<file path="src/rtl/search_feeder.sv">
// search_feeder
//
// Job sequencer between the host command interface and one search core.
// A job (S, L) is accepted over a valid/ready handshake, the operands are
// registered onto the core inputs, the core is held in restart for
// KICK_CYCLES cycles, then released and watched for a rising edge of its
// finish level. The core result (or zero on timeout) is returned with the
// job tag over a second valid/ready handshake. One job is in flight at a time.
//
// Ports:
//   clk          clock, all logic on the rising edge
//   reset        asynchronous active-low reset
//   job_valid    host offers a job
//   job_ready    feeder can accept a job (registered)
//   job_S        search state, word 0 in [WORD-1:0]
//   job_L        search limit
//   core_S       registered S driven to the core
//   core_L       registered L driven to the core
//   core_reset   active-high restart of the core (registered)
//   core_finish  core completion level
//   core_outS    core result
//   res_valid    result available (registered, depends on state only)
//   res_ready    host takes the result
//   res_S        captured result, zero on timeout
//   res_tag      tag of the job that produced the result
//   res_timeout  job was aborted by timeout
module search_feeder #(
   parameter int WORD        = 32,
   parameter int NWORDS      = 4,
   parameter int KICK_CYCLES = 2,
   parameter int TIMEOUT     = 1024
) (
   input  logic                   clk,
   input  logic                   reset,
   input  logic                   job_valid,
   output logic                   job_ready,
   input  logic [WORD*NWORDS-1:0] job_S,
   input  logic [WORD-1:0]        job_L,
   output logic [WORD*NWORDS-1:0] core_S,
   output logic [WORD-1:0]        core_L,
   output logic                   core_reset,
   input  logic                   core_finish,
   input  logic [WORD*NWORDS-1:0] core_outS,
   output logic                   res_valid,
   input  logic                   res_ready,
   output logic [WORD*NWORDS-1:0] res_S,
   output logic [7:0]             res_tag,
   output logic                   res_timeout
);

   localparam int CYC_W  = $clog2(TIMEOUT);
   localparam int KICK_W = $clog2(KICK_CYCLES + 1);

   localparam logic [CYC_W-1:0]  CYC_LAST  = CYC_W'(TIMEOUT - 1);
   localparam logic [KICK_W-1:0] KICK_LAST = KICK_W'(KICK_CYCLES - 1);

   typedef enum logic [1:0] {
      IDLE = 2'd0,
      KICK = 2'd1,
      RUN  = 2'd2,
      DONE = 2'd3
   } state_t;

   state_t             state;
   logic [7:0]         job_cnt;
   logic [7:0]         tag;
   logic               finish_q;
   logic [CYC_W-1:0]   cyc_cnt;
   logic [KICK_W-1:0]  kick_cnt;

   always_ff @(posedge clk or negedge reset) begin
      if (!reset) begin
         state       <= IDLE;
         job_ready   <= 1'b1;
         core_reset  <= 1'b1;
         core_S      <= '0;
         core_L      <= '0;
         res_valid   <= 1'b0;
         res_S       <= '0;
         res_tag     <= '0;
         res_timeout <= 1'b0;
         job_cnt     <= '0;
         tag         <= '0;
         finish_q    <= 1'b0;
         cyc_cnt     <= '0;
         kick_cnt    <= '0;
      end else begin
         case (state)
            IDLE: begin
               job_ready  <= 1'b1;
               core_reset <= 1'b1;
               if (job_valid && job_ready) begin
                  core_S    <= job_S;
                  core_L    <= job_L;
                  tag       <= job_cnt;
                  job_cnt   <= job_cnt + 8'd1;   // wraps 255 -> 0
                  kick_cnt  <= '0;
                  job_ready <= 1'b0;
                  state     <= KICK;
               end
            end

            KICK: begin
               // Clearing finish_q here means a core whose finish level is
               // still high on the first RUN cycle is treated as finishing.
               finish_q <= 1'b0;
               if (kick_cnt == KICK_LAST) begin
                  core_reset <= 1'b0;
                  cyc_cnt    <= '0;
                  state      <= RUN;
               end else begin
                  kick_cnt <= kick_cnt + KICK_W'(1);
               end
            end

            RUN: begin
               finish_q <= core_finish;
               // A finish edge takes priority over an expiring timeout.
               if (core_finish && !finish_q) begin
                  res_S       <= core_outS;
                  res_timeout <= 1'b0;
                  res_tag     <= tag;
                  res_valid   <= 1'b1;
                  core_reset  <= 1'b1;
                  state       <= DONE;
               end else if (cyc_cnt == CYC_LAST) begin
                  res_S       <= '0;
                  res_timeout <= 1'b1;
                  res_tag     <= tag;
                  res_valid   <= 1'b1;
                  core_reset  <= 1'b1;
                  state       <= DONE;
               end else begin
                  cyc_cnt <= cyc_cnt + CYC_W'(1);
               end
            end

            DONE: begin
               // Core stays parked in reset and the result fields are frozen
               // until the host takes them.
               if (res_ready) begin
                  res_valid <= 1'b0;
                  job_ready <= 1'b1;
                  state     <= IDLE;
               end
            end

            default: begin
               state <= IDLE;
            end
         endcase
      end
   end

endmodule

</file>
<file path="config.mk">
export PLATFORM = sky130hd
export DESIGN_NAME = search_feeder
export DESIGN_NICKNAME = d
export VERILOG_FILES = /design/src/rtl/search_feeder.sv
export SDC_FILE = /design/constraint.sdc
export NUM_CORES = 1
export LEC_CHECK = 0
export ABC_AREA = 1
export CAP_MARGIN = 30
export CORE_AREA = 2 2 231 233
export DETAILED_ROUTE_END_ITERATION = 7
export DIE_AREA = 0 0 233 235
export GPL_TIMING_DRIVEN = 1
export PLACE_DENSITY = 0.49
export SLEW_MARGIN = 25
export SYNTH_ARGS = -nofsm -noshare
export SYNTH_HDL_FRONTEND = slang
export SYNTH_SLANG_ARGS = --single-unit
</file>
<file path="constraint.sdc">
create_clock -name clk -period 2.2 [get_ports clk]
set_input_delay 0.22 -clock clk [delete_from_list [all_inputs] [get_ports clk]]
set_output_delay 0.22 -clock clk [all_outputs]
set_load 0.01 [all_outputs]
</file>
==> results.txt, run 1 <==
CP cell instances - inv_1 -> ha_1 -> nand3_4 -> buf_4 -> buf_4 -> nand2_1 -> nand2_1
TNS Setup - 0 ns
pwr/cell area - 1400 mW/mm2
Post-Syn Nets - 1784
Slew @ Worst Pin - 0.653 ns
GRT Total Usage - 17.2%
post-route ant nets - 0
Worst Setup Slack, final - 0.291 ns
Final min period - 1.91 ns
Synth Area in Compound Gates - 0.993%
via count - 11600
hold path start - job_S[111]
Final nets - 2386
first-pass GRT wire length - 72.8 mm
slew margin rel. - 56.5%
Max Clk Rate - 0.524 GHz
clk buf depth - 3
Post-Synthesis Cell Area - 0.0130 mm2
area delta synth->final - 63.6%
CP required - 2.63 ns
WS Path Type - reg2reg
WP data arrival - 2.34 ns
initial antenna violation count - 6
Leakage - 10.4 nW
worst r2r src - state[0]
Hold Fails Final Rpt - 0
Max IR drop VDD - 714 uV
Post-Synth Adder-Cell Area - 0.771%
CTS tree - yes
CP Buf/Inv Count - 3
endpoints failing setup - 0
Vias/cell - 4.12
status - finished clean
Die ar. - 0.0548 mm2
Synth Area in Simple Gates - 29.9%
Top Ports - 593
clock sink count - 331
core area - 0.0522 mm2
startpoint class of the critical path - register
total CTS buffers - 41
Unique masters post-synth - 28
Post-Synth XOR/XNOR Area - 0.337%
GPL Wtd Cong - 0.800
Critical-path top delay cell - dfrtp_1
HP Class - in2reg
Crit path max-delay family - buffers and inverters
crit end category - register
Skew-Pair Late Insertion Delay - 0.55 ns
DPL Wire Length - 35.0 mm
GR met1 Demand/Resource - 20.6%
Die Ht - 235 um
WL/cell - 17.1 um
DRT iter0 DRCs - 555
Routed WL - 47.9 mm
RSZ-0062 raised after global routing - no
Seq cells post-synth - 331
fin cells - 2808
Mean Syn Cell Area - 8.75 um2
Ys Warns - 0
Port Buffers - 592
CTS H-tree lvls - 2
DR pass1 iterations - 5
max_cap viols - 0
layout cells sized above 1 - 5.29%
Max Transition Viols Final - 0
Worst Skew - 0.0118 ns
Finished Core Util - 40.7%
GR peak layer - met2
met3 usage - 7.37%
Synth Instances - 1483
CTS Root Cell - clkbuf_16
largest net degree at the start of global routing - 108
initial core utilization - 24.9%
largest family of logic cells by synthesized area - simple AND/OR/NAND/NOR gates
vias in the first global route - 12000
Chip Width - 233 um
worst slack at placement - 0.261 ns
met2 usage - 27.7%
gr ovfl total - 0
Final period util - 86.8%
post-synthesis sequential area ratio - 63.8%
DP Cell Count - 2729
CP startpoint - state[0]
DR DRC count - 0
max incr delay on CP - 0.42 ns
post-CTS sizing - 0
num rows - 84
fill cell count - 5175
Critical Path Fanout Max - 26
mux cell area share after synthesis - 0%
CTS clk-pin slew, worst paths - 0.06 ns
through the flow:
| stage | total power [mW] | instance area (um2) | hold WS (ns) |
|---|---|---|---|
| finish | 29.8 | 21200 | 0.205 |
| floorplan | 15.4 | 13000 | -0.0756 |
| detailed placement | 23.2 | 19800 | 0.249 |
| CTS | 30.4 | 21200 | 0.156 |
| global route | 32.0 | 21200 | 0.184 |
| global placement | 23.0 | 19800 | 0.254 |
worst paths after layout:
kind                          endpoint  slack (ns)  cells after the start
max in group asynchronous    core_L[1]        1.19                      3
hold / removal             core_S[111]        0.21                      3
setup reg to reg             core_L[7]        0.29                      7
setup / recovery             core_L[7]        0.29                      7
hold reg to reg             core_reset        0.47                      2
min in group asynchronous     res_S[2]        0.25                      2
what timing repair did:
item                                   4_1_cts  5_1_grt
buffers inserted                             0        0
hold buffers                                 1        0
endpoints found under the hold margin       49        0
cell usage after synthesis:
cell type	count	area [um2]
ha_1	8	100
nor2_1	19	71.3
buf_2	29	145
nor3_1	4	20.0
nor2_4	1	11.3
dfstp_2	2	52.6
or2_2	1	6.26
nand2_2	1	6.26
clkbuf_1	20	75.1
inv_2	2	7.51
nor2_2	2	12.5
o211ai_1	1	7.51
nor3b_1	3	22.5
nand3_2	1	10.0
o21bai_1	3	22.5
a22o_1	1	8.76
inv_1	33	124
buf_6	16	180
nand3b_1	1	7.51
buf_1	2	7.51
nand3_1	19	95.1
nand2_1	960	3600
xor2_1	5	43.8
a21oi_1	3	15.0
nand2_4	1	11.3
nand4_1	1	6.26
dfrtp_1	329	8230
o21ai_0	15	75.1
metal layers:
layer | share of wire [%] | vias to the layer above | routed length (um)
met1 | 41 | 5361 | 19500
met3 | 11 | 70 | 5270
met5 | 0.10 | - | 48
li1 | - | 5693 | -
met2 | 46 | 435 | 21800
met4 | 2.6 | 6 | 1270
where the power goes:
part	internal (mW)	switching, mW	leakage (nW)
Sequential	8.84	1.58	4.15
Combinational	6.34	6.14	5.52
Clock	4.27	2.65	0.687
Total	19.5	10.4	10.4
logic make-up after synthesis:
kind of cell,Yosys count
DFF,331
AOI/OAI and AO/OA,23
adders and majority gates,8
buffers and inverters,102
xor gates and xnor gates,5
and+or+nand+nor,1014
placed cells by master (no fill, tap or decap), types with 2 or more instances in the layout:
cell,instances
nand3_1,18
clkbuf_16,43
clkbuf_8,10
inv_1,32
nor2_1,18
dfrtp_1,329
clkbuf_1,12
o21ai_0,15
nor3_1,4
diode_2,3
nor2_2,2
inv_2,2
nand2_4,2
clkdlybuf4s50_1,591
nor3b_1,3
xor2_1,5
nor2_4,2
dfstp_2,2
nand2_1,959
ha_1,8
buf_4,18
a21oi_1,3
o21bai_1,3
clkinv_2,5
buf_12,15
bufinv_16,3
sequential cells by signal, summed over array words and instances (netlist names):
| register | cells |
|---|---|
| core_S | 128 |
| res_S | 128 |
| core_L | 32 |
| cyc_cnt | 10 |
| job_cnt | 8 |
| res_tag | 8 |
| tag | 8 |
| kick_cnt | 2 |
| state | 2 |
| core_reset | 1 |
| finish_q | 1 |
| job_ready | 1 |
| res_timeout | 1 |
| res_valid | 1 |
worst min-delay path, stage by stage:
cell             delay, ns
clkdlybuf4s50_1       0.39
nand2_1               0.06
nand2_1               0.04
final cells by class:
class / count / area, um2 / share of cell area (%)
inverter: 35 / 134 / 0.630
antenna: 3 / 7.51 / 0.0353
clock inverter: 10 / 133 / 0.624
tap: 688 / 861 / 4.05
multi-input combinational: 1050 / 4180 / 19.7
timing repair buffer: 626 / 6380 / 30.0
clock buffer: 65 / 1260 / 5.93
sequential: 331 / 8290 / 39.0
(Power assumes the default switching activity.)
==> inputs of run 2 (changes only) <==
--- a/config.mk
+++ b/config.mk
@@ -6,6 +6,7 @@
 export NUM_CORES = 1
 export LEC_CHECK = 0
 export ABC_AREA = 1
+export ABC_CLOCK_PERIOD_IN_PS = 2200
 export CAP_MARGIN = 30
 export CORE_AREA = 2 2 231 233
 export DETAILED_ROUTE_END_ITERATION = 7
==> results of run 2 <==
Final layout, timing and power as in run 1 (identical DEF).
==> inputs of run 3 (changes only) <==
--- a/config.mk
+++ b/config.mk
@@ -13,6 +13,7 @@
 export DIE_AREA = 0 0 233 235
 export GPL_TIMING_DRIVEN = 1
 export PLACE_DENSITY = 0.49
+export REMOVE_ABC_BUFFERS = 1
 export SLEW_MARGIN = 25
 export SYNTH_ARGS = -nofsm -noshare
 export SYNTH_HDL_FRONTEND = slang
==> run 3 against run 2 <==
Worst hold slack got worse by 0.0089 ns. Cell area fell by 0.69%. Register-to-register slack got worse by 0.02 ns. Clock skew up 0.0094 ns. Die area unchanged. Clock power fell by 4.9%. Count of clock-buffer cells in the layout shrank 4. Combinational power about the same. Cell count shrank 0.14%. Sequential cell count is the same. Largest cell class unchanged.
==> results.txt, run 3 (same netlist as run 1, synthesis figures left out) <==
DP Cell Count - 2727 (-0.073%)
worst slack at placement - 0.245 ns (-0.0155 ns)
WS Path Type - reg2out
Largest regs - core_S (128), res_S (128), core_L (32)
met1 wire length - 18.9 mm (-3.3%)
most frequent cells in the layout - 959 x nand2_1, 591 x clkdlybuf4s50_1, 329 x dfrtp_1
clock sink count - 331 (unchanged)
Final period util - 88.1% (+1.3 points)
total CTS buffers - 41 (unchanged)
gr ovfl total - 0 (unchanged)
CP required - 1.98 ns (-0.65 ns)
Hold Fails Final Rpt - 0 (unchanged)
Leakage - 10.3 nW (-0.59%)
CTS clk-pin slew, worst paths - 0.06 ns (about the same)
core area - 0.0522 mm2 (unchanged)
crit end category - output port
HP Class - in2async
TNS Setup - 0 ns (unchanged)
CTS H-tree lvls - 2 (unchanged)
slew margin rel. - 67.8% (+11 points)
GRT Total Usage - 16.5% (-0.76 points)
clk buf depth - 3 (unchanged)
post-route ant nets - 0 (unchanged)
met2 wire len - 21.5 mm (-1.4%)
via count - 11600 (+0.19%)
DPL Wire Length - 33.5 mm (-4.4%)
CP cell instances - clkdlybuf4s50_1
Top Ports - 593 (unchanged)
RSZ-0062 raised after global routing - no
area delta synth->final - 62.5%
Fin Hold WS - 0.196 ns (-0.00888 ns)
Skew-Pair Late Insertion Delay - 0.55 ns (about the same)
largest net degree at the start of global routing - 102 (-5.6%)
CTS tree - yes
DR pass1 iterations - 4 (-1)
max_cap viols - 0 (unchanged)
DRT iter0 DRCs - 551 (-0.72%)
DR DRC count - 0 (unchanged)
post-CTS sizing - 0 (unchanged)
layout cells sized above 1 - 5.25% (-0.040 points)
Slew @ Worst Pin - 0.483 ns (-0.170 ns)
startpoint class of the critical path - register
Max Clk Rate - 0.516 GHz (-1.5%)
Crit path max-delay family - flip-flops
Die ar. - 0.0548 mm2 (unchanged)
Finished Core Util - 40.4% (-0.28 points)
num rows - 84 (unchanged)
Chip Width - 233 um (unchanged)
total design power - 29.3 mW (-1.7%)
vias in the first global route - 11900 (-0.60%)
Post-CTS Setup Inserts - 0 (unchanged)
placed cell areas - 0.0198 mm2 (-0.39%)
initial antenna violation count - 4 (-2)
Max Transition Viols Final - 0 (unchanged)
Post-Layout Inst Area - 0.0211 mm2 (-0.69%)
Final min period - 1.94 ns (+0.0282 ns)
WL met3 - 4.78 mm (-9.3%)
Critical-path top delay cell - dfstp_2
commonest non-fill, non-tap cell in the layout - nand2_1
max incr delay on CP - 0.58 ns (+0.16 ns)
pwr/cell area - 1390 mW/mm2 (-1.0%)
Vias/cell - 4.13 (+0.33%)
CP Buf/Inv Count - 1 (-2)
WL/cell - 16.5 um (-3.5%)
GPL Wtd Cong - 0.785 (-1.9%)
status - finished clean
first-pass GRT wire length - 70.3 mm (-3.4%)
Critical Path Fanout Max - 4 (-85%)
WP data arrival - 1.72 ns (-0.62 ns)
fin cells - 2804 (-0.14%)
Max IR drop VDD - 663 uV (-7.3%)
Port Buffers - 592 (unchanged)
CTS Root Cell - clkbuf_16
Routed WL - 46.2 mm (-3.7%)
Worst Skew - 0.0213 ns (+0.00943 ns)
endpoints failing setup - 0 (unchanged)
Die Ht - 235 um (unchanged)
Final nets - 2384 (-0.084%)
max layer used - met5
Worst Setup Slack, final - 0.263 ns (-0.0282 ns)
initial core utilization - 24.9% (unchanged)
run 3: layer usage:
layer	up-vias	track usage, %
met1	5435	19.9
met3	67	7.06
met2	399	26.9
met5	-	0
li1	5684	-
met4	2	4.27
run 3: cell type report:
type                            count  area (um2)
Tap cell                          688         861
Fill cell                        5273       31100
Clock inverter                     13         111
Sequential cell                   331        8290
Multi-Input combinational cell   1050        4180
Timing Repair Buffer              624        6300
Clock buffer                       61        1210
Antenna cell                        2        5.00
Inverter                           35         134
run 3: what timing repair did:
item	4_1_cts	5_1_grt
endpoints found under the setup margin	0	0
hold buffers	1	0
endpoints found under the hold margin	45	0
run 3: final timing paths:
path	slack (ns)	to	startpoint	cells past startpoint
worst max-delay path	0.26	job_ready	job_ready	1
worst min-delay path	0.20	res_S[119]	reset	2
worst max register to register	0.27	job_cnt[2]	state[0]	7
worst min register to register	0.46	core_reset	core_reset	2
max in group asynchronous	1.26	res_S[62]	reset	3
min in group clk	0.20	core_S[58]	job_S[58]	3
run 3: power breakdown:
| part | switching [mW] | leakage, nW | internal (mW) |
|---|---|---|---|
| combinational | 6.03 | 5.49 | 6.31 |
| sequential | 1.54 | 4.15 | 8.84 |
| clock | 2.66 | 0.655 | 3.94 |
